## src/rtl/pattern_pkg.sv

```systemverilog
// Shared constants and FSM encoding for the frame loader and network.
// Row geometry, frame size, byte-index helpers.
package pattern_pkg;

    localparam int ROWS          = 6;
    localparam int ROW_BITS      = 56;
    localparam int BYTE_W        = 8;
    localparam int BYTES_PER_ROW = ROW_BITS / BYTE_W;
    localparam int FRAME_BYTES   = ROWS * BYTES_PER_ROW;
    localparam int CNT_W         = 6;
    localparam int ROW_IDX_W     = 3;
    localparam int COL_IDX_W     = 3;

    localparam logic [CNT_W-1:0] LAST_BYTE = CNT_W'(FRAME_BYTES - 1);

    localparam logic [1:0] S_IDLE   = 2'd0;
    localparam logic [1:0] S_LOAD   = 2'd1;
    localparam logic [1:0] S_CHECK  = 2'd2;
    localparam logic [1:0] S_COMMIT = 2'd3;

    typedef enum logic [1:0] {
        ST_IDLE   = S_IDLE,
        ST_LOAD   = S_LOAD,
        ST_CHECK  = S_CHECK,
        ST_COMMIT = S_COMMIT
    } state_e;

    function automatic logic [ROW_IDX_W-1:0] row_of(input logic [CNT_W-1:0] k);
        return ROW_IDX_W'(k / CNT_W'(BYTES_PER_ROW));
    endfunction

    function automatic logic [COL_IDX_W-1:0] col_of(input logic [CNT_W-1:0] k);
        return COL_IDX_W'(k % CNT_W'(BYTES_PER_ROW));
    endfunction

endpackage

```

## src/rtl/row_packer.sv

```systemverilog
// One image row assembly register: writes a byte at a column index.
// Ports: clk, rst_n, clr_i, we_i, idx_i, data_i -> row_nxt_o.
module row_packer
    import pattern_pkg::*;
(
    input  logic                 clk,
    input  logic                 rst_n,
    input  logic                 clr_i,
    input  logic                 we_i,
    input  logic [COL_IDX_W-1:0] idx_i,
    input  logic [BYTE_W-1:0]    data_i,
    output logic [ROW_BITS-1:0]  row_nxt_o
);

    logic [ROW_BITS-1:0] row_q;
    logic [ROW_BITS-1:0] row_d;

    // Clear and write may coincide: a new frame's first byte lands
    // in a freshly cleared row.
    always_comb begin
        row_d = clr_i ? '0 : row_q;
        for (int b = 0; b < BYTES_PER_ROW; b++) begin
            if (we_i && idx_i == COL_IDX_W'(b)) begin
                row_d[ROW_BITS-1-BYTE_W*b -: BYTE_W] = data_i;
            end
        end
    end

    always_ff @(posedge clk or negedge rst_n) begin
        if (!rst_n) begin
            row_q <= '0;
        end else begin
            row_q <= row_d;
        end
    end

    // Next-state view lets the top commit the last byte on its own edge.
    assign row_nxt_o = row_d;

endmodule

```

## src/rtl/frame_loader.sv

```systemverilog
// Packs a framed byte stream into six 56-bit rows; strobes data_enable.
// Ports: clk, reset(async low), in_* handshake, linear_mem1..6, frame_err.
// Optional trailing XOR checksum byte when FRAME_CHECKSUM_EN is defined.
module frame_loader
    import pattern_pkg::*;
(
    input  logic                clk,
    input  logic                reset,
    input  logic                in_valid,
    input  logic                in_sof,
    input  logic [BYTE_W-1:0]   in_data,
    output logic                in_ready,
    output logic                data_enable,
    output logic [ROW_BITS-1:0] linear_mem1,
    output logic [ROW_BITS-1:0] linear_mem2,
    output logic [ROW_BITS-1:0] linear_mem3,
    output logic [ROW_BITS-1:0] linear_mem4,
    output logic [ROW_BITS-1:0] linear_mem5,
    output logic [ROW_BITS-1:0] linear_mem6,
    output logic                frame_err
);

    state_e             state_q, state_d;
    logic [CNT_W-1:0]   cnt_q, cnt_d;
    logic               rdy_q;
    logic               err_q, err_d;
    logic               we, clr, commit;
    logic [CNT_W-1:0]   wr_idx;
    logic [ROW_IDX_W-1:0] wr_row;
    logic [COL_IDX_W-1:0] wr_col;
    logic               acc;

    logic [ROW_BITS-1:0] buf_nxt [ROWS];
    logic [ROW_BITS-1:0] mem_q   [ROWS];

`ifdef FRAME_CHECKSUM_EN
    logic [BYTE_W-1:0]  xor_q, xor_d;
`endif

    assign acc = in_valid & in_ready;

    always_comb begin
        state_d = state_q;
        cnt_d   = cnt_q;
        err_d   = 1'b0;
        we      = 1'b0;
        clr     = 1'b0;
        commit  = 1'b0;
        wr_idx  = cnt_q;
`ifdef FRAME_CHECKSUM_EN
        xor_d   = xor_q;
`endif
        unique case (state_q)
            ST_IDLE: begin
                if (acc && in_sof) begin
                    clr     = 1'b1;
                    we      = 1'b1;
                    wr_idx  = '0;
                    cnt_d   = CNT_W'(1);
                    state_d = ST_LOAD;
`ifdef FRAME_CHECKSUM_EN
                    xor_d   = in_data;
`endif
                end
            end
            ST_LOAD: begin
                if (acc && in_sof) begin
                    // Abort: sof byte restarts the frame in place.
                    err_d   = 1'b1;
                    clr     = 1'b1;
                    we      = 1'b1;
                    wr_idx  = '0;
                    cnt_d   = CNT_W'(1);
`ifdef FRAME_CHECKSUM_EN
                    xor_d   = in_data;
`endif
                end else if (acc) begin
                    we = 1'b1;
`ifdef FRAME_CHECKSUM_EN
                    xor_d = xor_q ^ in_data;
`endif
                    if (cnt_q == LAST_BYTE) begin
                        cnt_d = '0;
`ifdef FRAME_CHECKSUM_EN
                        state_d = ST_CHECK;
`else
                        state_d = ST_COMMIT;
                        commit  = 1'b1;
`endif
                    end else begin
                        cnt_d = cnt_q + CNT_W'(1);
                    end
                end
            end
`ifdef FRAME_CHECKSUM_EN
            ST_CHECK: begin
                if (acc && in_sof) begin
                    err_d   = 1'b1;
                    clr     = 1'b1;
                    we      = 1'b1;
                    wr_idx  = '0;
                    cnt_d   = CNT_W'(1);
                    xor_d   = in_data;
                    state_d = ST_LOAD;
                end else if (acc && in_data == xor_q) begin
                    commit  = 1'b1;
                    state_d = ST_COMMIT;
                end else if (acc) begin
                    err_d   = 1'b1;
                    state_d = ST_IDLE;
                end
            end
`endif
            ST_COMMIT: begin
                state_d = ST_IDLE;
            end
            default: begin
                state_d = ST_IDLE;
            end
        endcase
    end

    assign wr_row = row_of(wr_idx);
    assign wr_col = col_of(wr_idx);

    for (genvar r = 0; r < ROWS; r++) begin : g_row
        row_packer u_row (
            .clk       (clk),
            .rst_n     (reset),
            .clr_i     (clr),
            .we_i      (we && wr_row == ROW_IDX_W'(r)),
            .idx_i     (wr_col),
            .data_i    (in_data),
            .row_nxt_o (buf_nxt[r])
        );
    end

    always_ff @(posedge clk or negedge reset) begin
        if (!reset) begin
            state_q <= ST_IDLE;
            cnt_q   <= '0;
            err_q   <= 1'b0;
            rdy_q   <= 1'b0;
        end else begin
            state_q <= state_d;
            cnt_q   <= cnt_d;
            err_q   <= err_d;
            // Registered so it stays low while reset is held.
            rdy_q   <= (state_d != ST_COMMIT);
        end
    end

`ifdef FRAME_CHECKSUM_EN
    always_ff @(posedge clk or negedge reset) begin
        if (!reset) begin
            xor_q <= '0;
        end else begin
            xor_q <= xor_d;
        end
    end
`endif

    always_ff @(posedge clk or negedge reset) begin
        if (!reset) begin
            for (int r = 0; r < ROWS; r++) begin
                mem_q[r] <= '0;
            end
        end else if (commit) begin
            for (int r = 0; r < ROWS; r++) begin
                mem_q[r] <= buf_nxt[r];
            end
        end
    end

    assign in_ready    = rdy_q;
    assign data_enable = (state_q == ST_COMMIT);
    assign frame_err   = err_q;
    assign linear_mem1 = mem_q[0];
    assign linear_mem2 = mem_q[1];
    assign linear_mem3 = mem_q[2];
    assign linear_mem4 = mem_q[3];
    assign linear_mem5 = mem_q[4];
    assign linear_mem6 = mem_q[5];

endmodule

```

## config.mk

```make
export PLATFORM = sky130hd
export DESIGN_NAME = frame_loader
export DESIGN_NICKNAME = d
export VERILOG_FILES = /design/src/rtl/pattern_pkg.sv /design/src/rtl/row_packer.sv /design/src/rtl/frame_loader.sv
export SDC_FILE = /design/constraint.sdc
export NUM_CORES = 1
export LEC_CHECK = 0
export BUFFER_PORTS_ARGS = -buffer_cell sky130_fd_sc_hd__buf_2
export CAP_MARGIN = 0
export CORE_ASPECT_RATIO = 1.1
export CORE_MARGIN = 5
export CORE_UTILIZATION = 35
export DETAILED_ROUTE_END_ITERATION = 12
export PLACE_DENSITY = 0.56
export SYNTH_ARGS = -nofsm -noshare
export SYNTH_HDL_FRONTEND = slang
export SYNTH_SLANG_ARGS = --single-unit
```

## constraint.sdc

```tcl
create_clock -name clk -period 12.52 [get_ports clk]
set_input_delay 0.626 -clock clk [delete_from_list [all_inputs] [get_ports clk]]
set_output_delay 0.626 -clock clk [all_outputs]
set_load 0.01 [all_outputs]
```

==> results by group <==
Run
  – Max-cap viol count: 0

Route
  – Drc violations: 0
  – Detailed Route Iter0 Violations: 1469
  – Wire per inst: 20.4 um
  – DR pass1 iterations: 5
  – Via/cell ratio: 4.99
  – Routed Antenna Nets: 0
  – Via Count: 20.3k
  – Routed Wire Length: 83000 um

Cells and area
  – Final core occ: 0.417
  – N_diodes: 0
  – Final #Nets: 2983
  – Fraction of layout cells with a size suffix above 1: 0.208
  – Area added between synthesis and finish: 18.7%

Logic synthesis
  – Synth Register Bits: 682
  – EDFF count, synth: 0
  – Post-synthesis cell type count: 74
  – Largest cells by area after synthesis: dfrtp_1 (62%), nand2_1 (11%), a31oi_1 (3.1%), mux2_2 (2.9%), o21ai_0 (2.6%)
  – Synth Net Count: 2720
  – Seq/Total Area, Yosys: 0.618
  – Yosys warnings: 0
  – Post-Synthesis Cells: 2703
  – Async set-reset flop share out of synthesis: 1.00
  – Cell taking the most area after synthesis: dfrtp_1
  – Mapped cell area: 0.0276 sq mm
  – Synth top area share: 0.618
  – Top-count cell post-synth: nand2_1
  – Mean Syn Cell Area: 10.2 sq um
  – Top_reg_cell synth: dfrtp_1
  – Post-synth top cells: nand2_1 (812), dfrtp_1 (682), nor2_1 (164)

CTS
  – Max H-tree Level: 3
  – Post_cts resized: 0
  – Root Buffer: clkbuf_16
  – Clock slew at reported path FFs: 0.06 ns
  – Num CTS Buffers: 74
  – Clk_lat worst skew: 0.61 ns
  – Cts-stage hold buffer count: 0
  – Clock buffer depth: 3
  – CTS tree: built
  – Post-CTS Setup Bufs: 0
  – CTS Sinks: 682

GRT
  – Vias in the first global route: 20.2k
  – Antenna violations before repair: 1
  – Gr usage total: 0.192
  – First-pass GRT wire length: 128000 um
  – Gr ovfl total: 0
  – Largest net degree at the start of global routing: 234

Floorplan
  – Chip width: 278 um
  – Die area: 0.0846 sq mm
  – Core area: 0.0786 sq mm
  – Chip Height: 305 um
  – Placement Rows: 108
  – Initial Util: 0.351
  – Num ports: 351

Min path
  – Hold Path Class: in2async

Timing
  – Slew headroom: 0.245
  – Setup_tns: 0 ns
  – Worst-margin pin slew: 1.13 ns
  – Final Setup Violations: 0
  – Fin crit share: 0.584
  – Slew Viols, Final: 0
  – Max Clock Skew: 0.0177 ns
  – Worst hold slack: 0.0822 ns
  – Hold Fails Final Rpt: 0
  – Final worst path period need: 7.31 ns
  – F_max: 0.137 GHz
  – RSZ-0062 raised after global routing: false
  – Final setup margin: 5.21 ns

Setup path
  – Crit-path leading delay family: compound AO/OA/AOI/OAI gates
  – Critical Path RT: 13.05 ns
  – Critical path class: reg2reg
  – Buf/Inv on CP: 3
  – Worst setup EP type: flop
  – Crit-path cells: and4b_1, nor2_1, ha_1, and3b_1, a211oi_4, nor2_1, nor2_1, o21a_1, ha_1, inv_1, a211oi_1, a2111oi_4, o21ai_2, inv_2, ha_1, inv_1, o21ba_2, nand3b_1, o21a_1, a21oi_1
  – CP max stage delay: 0.86 ns
  – Crit path depth: 20
  – Reg2Reg Depth: 20
  – Worst Setup Start Kind: flop
  – Crit-path max FO: 24
  – CP Data Arrival Time: 7.84 ns
  – Slowest CP cell: o21ai_2

Placement
  – HPWL Detailed: 51200 um
  – Port-buffer cells: 350
  – GPL Wtd Cong: 0.772
  – Setup WS pre-CTS: 4.87 ns

Status
  – Status: complete, no violations

Power
  – Cell Pwr Density: 147 mW/mm^2
  – VDD IR max: 0.0862 mV
  – LEAKAGE: 0.0171 uW
[layout make-up]
type | count | area [sq um]
clock inverters | 32 | 390
repair buffers | 377 | 2010
fillers | 7811 | 45900
well taps | 1045 | 1310
inverters | 40 | 158
flip-flops and latches | 682 | 17100
multi-input cells | 1791 | 9670
clock buffers | 104 | 2160
[final timing paths]
check | from | to | slack, ns
min in group clk | in_valid | state_q[0]$_DFF_PN0_ | 0.32
max reg2reg | state_q[1]$_DFF_PN0_ | linear_mem4[25]$_DFFE_PN0P_ | 5.21
min reg2reg | linear_mem5[28]$_DFFE_PN0P_ | linear_mem5[28]$_DFFE_PN0P_ | 0.46
max | state_q[1]$_DFF_PN0_ | linear_mem4[25]$_DFFE_PN0P_ | 5.21
min | reset | linear_mem6[29]$_DFFE_PN0P_ | 0.08
max in group asynchronous | reset | g_row[3].u_row.row_q[12]$_DFF_PN0_ | 10.28
[registers in the layout, summed over array words and instances, names as in the netlist]
| signal | count |
|---|---|
| linear_mem5 | 56 |
| linear_mem3 | 56 |
| g_row.u_row.row_q | 336 |
| linear_mem1 | 56 |
| in_ready | 1 |
| cnt_q | 6 |
| state_q | 2 |
| linear_mem2 | 56 |
| linear_mem4 | 56 |
| linear_mem6 | 56 |
| frame_err | 1 |
[metal layers]
layer  GRT usage  wire length [um]  share of wire  vias up
li1            -                 -              -     9682
met1       0.255             36400           0.44    10100
met2       0.318             39900           0.48      446
met3      0.0382              4280          0.052      117
met4      0.0629              2510          0.030        0
met5           0                 0              0        -
[cell families (layout without fill, tap and decap cells)]
| kind of cell | after synthesis | in the layout | synth area share |
|---|---|---|---|
| compound gates | 400 | 400 | 0.0955 |
| xor+xnor | 3 | 3 | 0.000952 |
| fa+ha+maj | 5 | 5 | 0.00227 |
| buf+inv | 230 | 553 | 0.0337 |
| flops | 682 | 682 | 0.618 |
| mux | 120 | 120 | 0.0482 |
| simple gates | 1263 | 1263 | 0.201 |
[worst reg2reg max path, stage by stage, from the launching register on]
cell and delay, ns:
dfrtp_1 0.40, and4b_1 0.77, nor2_1 0.09, ha_1 0.34, and3b_1 0.27, a211oi_4 0.34, nor2_1 0.07, nor2_1 0.12
o21a_1 0.12, ha_1 0.33, inv_1 0.13, a211oi_1 0.57, a2111oi_4 0.13, o21ai_2 0.86, inv_2 0.33, ha_1 0.39
inv_1 0.19, o21ba_2 0.41, nand3b_1 0.76, o21a_1 0.46, a21oi_1 0.16
[through the flow]
| step | power (uW) | instances | cell area [sq um] |
|---|---|---|---|
| 3_3_place_gp | 2590 | 3935 | 30200 |
| 3_5_place_dp | 2590 | 3935 | 30200 |
| 6_report | 4830 | 4071 | 32800 |
| 2_1_floorplan | 2470 | 2703 | 27600 |
| 4_1_cts | 4900 | 4071 | 32800 |
| 5_1_grt | 5020 | 4071 | 32800 |
[where the power goes]
| part | total [uW] | internal [uW] | switching (uW) | leakage (uW) |
|---|---|---|---|---|
| Sequential | 2260 | 2240 | 22.2 | 0.00948 |
| Combinational | 284 | 70.3 | 214 | 0.00640 |
| Clock | 2280 | 1350 | 927 | 0.00125 |
| Total | 4830 | 3670 | 1160 | 0.0171 |
[layout by cell type (no fill, tap or decap), types with 32 or more instances in the layout]
cell,count
inv_1,37
nand4_1,32
nand2_1,812
mux2_2,72
nand3_1,135
mux2i_1,40
clkbuf_16,76
a31oi_1,139
dfrtp_1,682
nor2_1,163
a22o_1,41
buf_2,349
o21ai_0,141
Power figures use the tool's default switching activity.
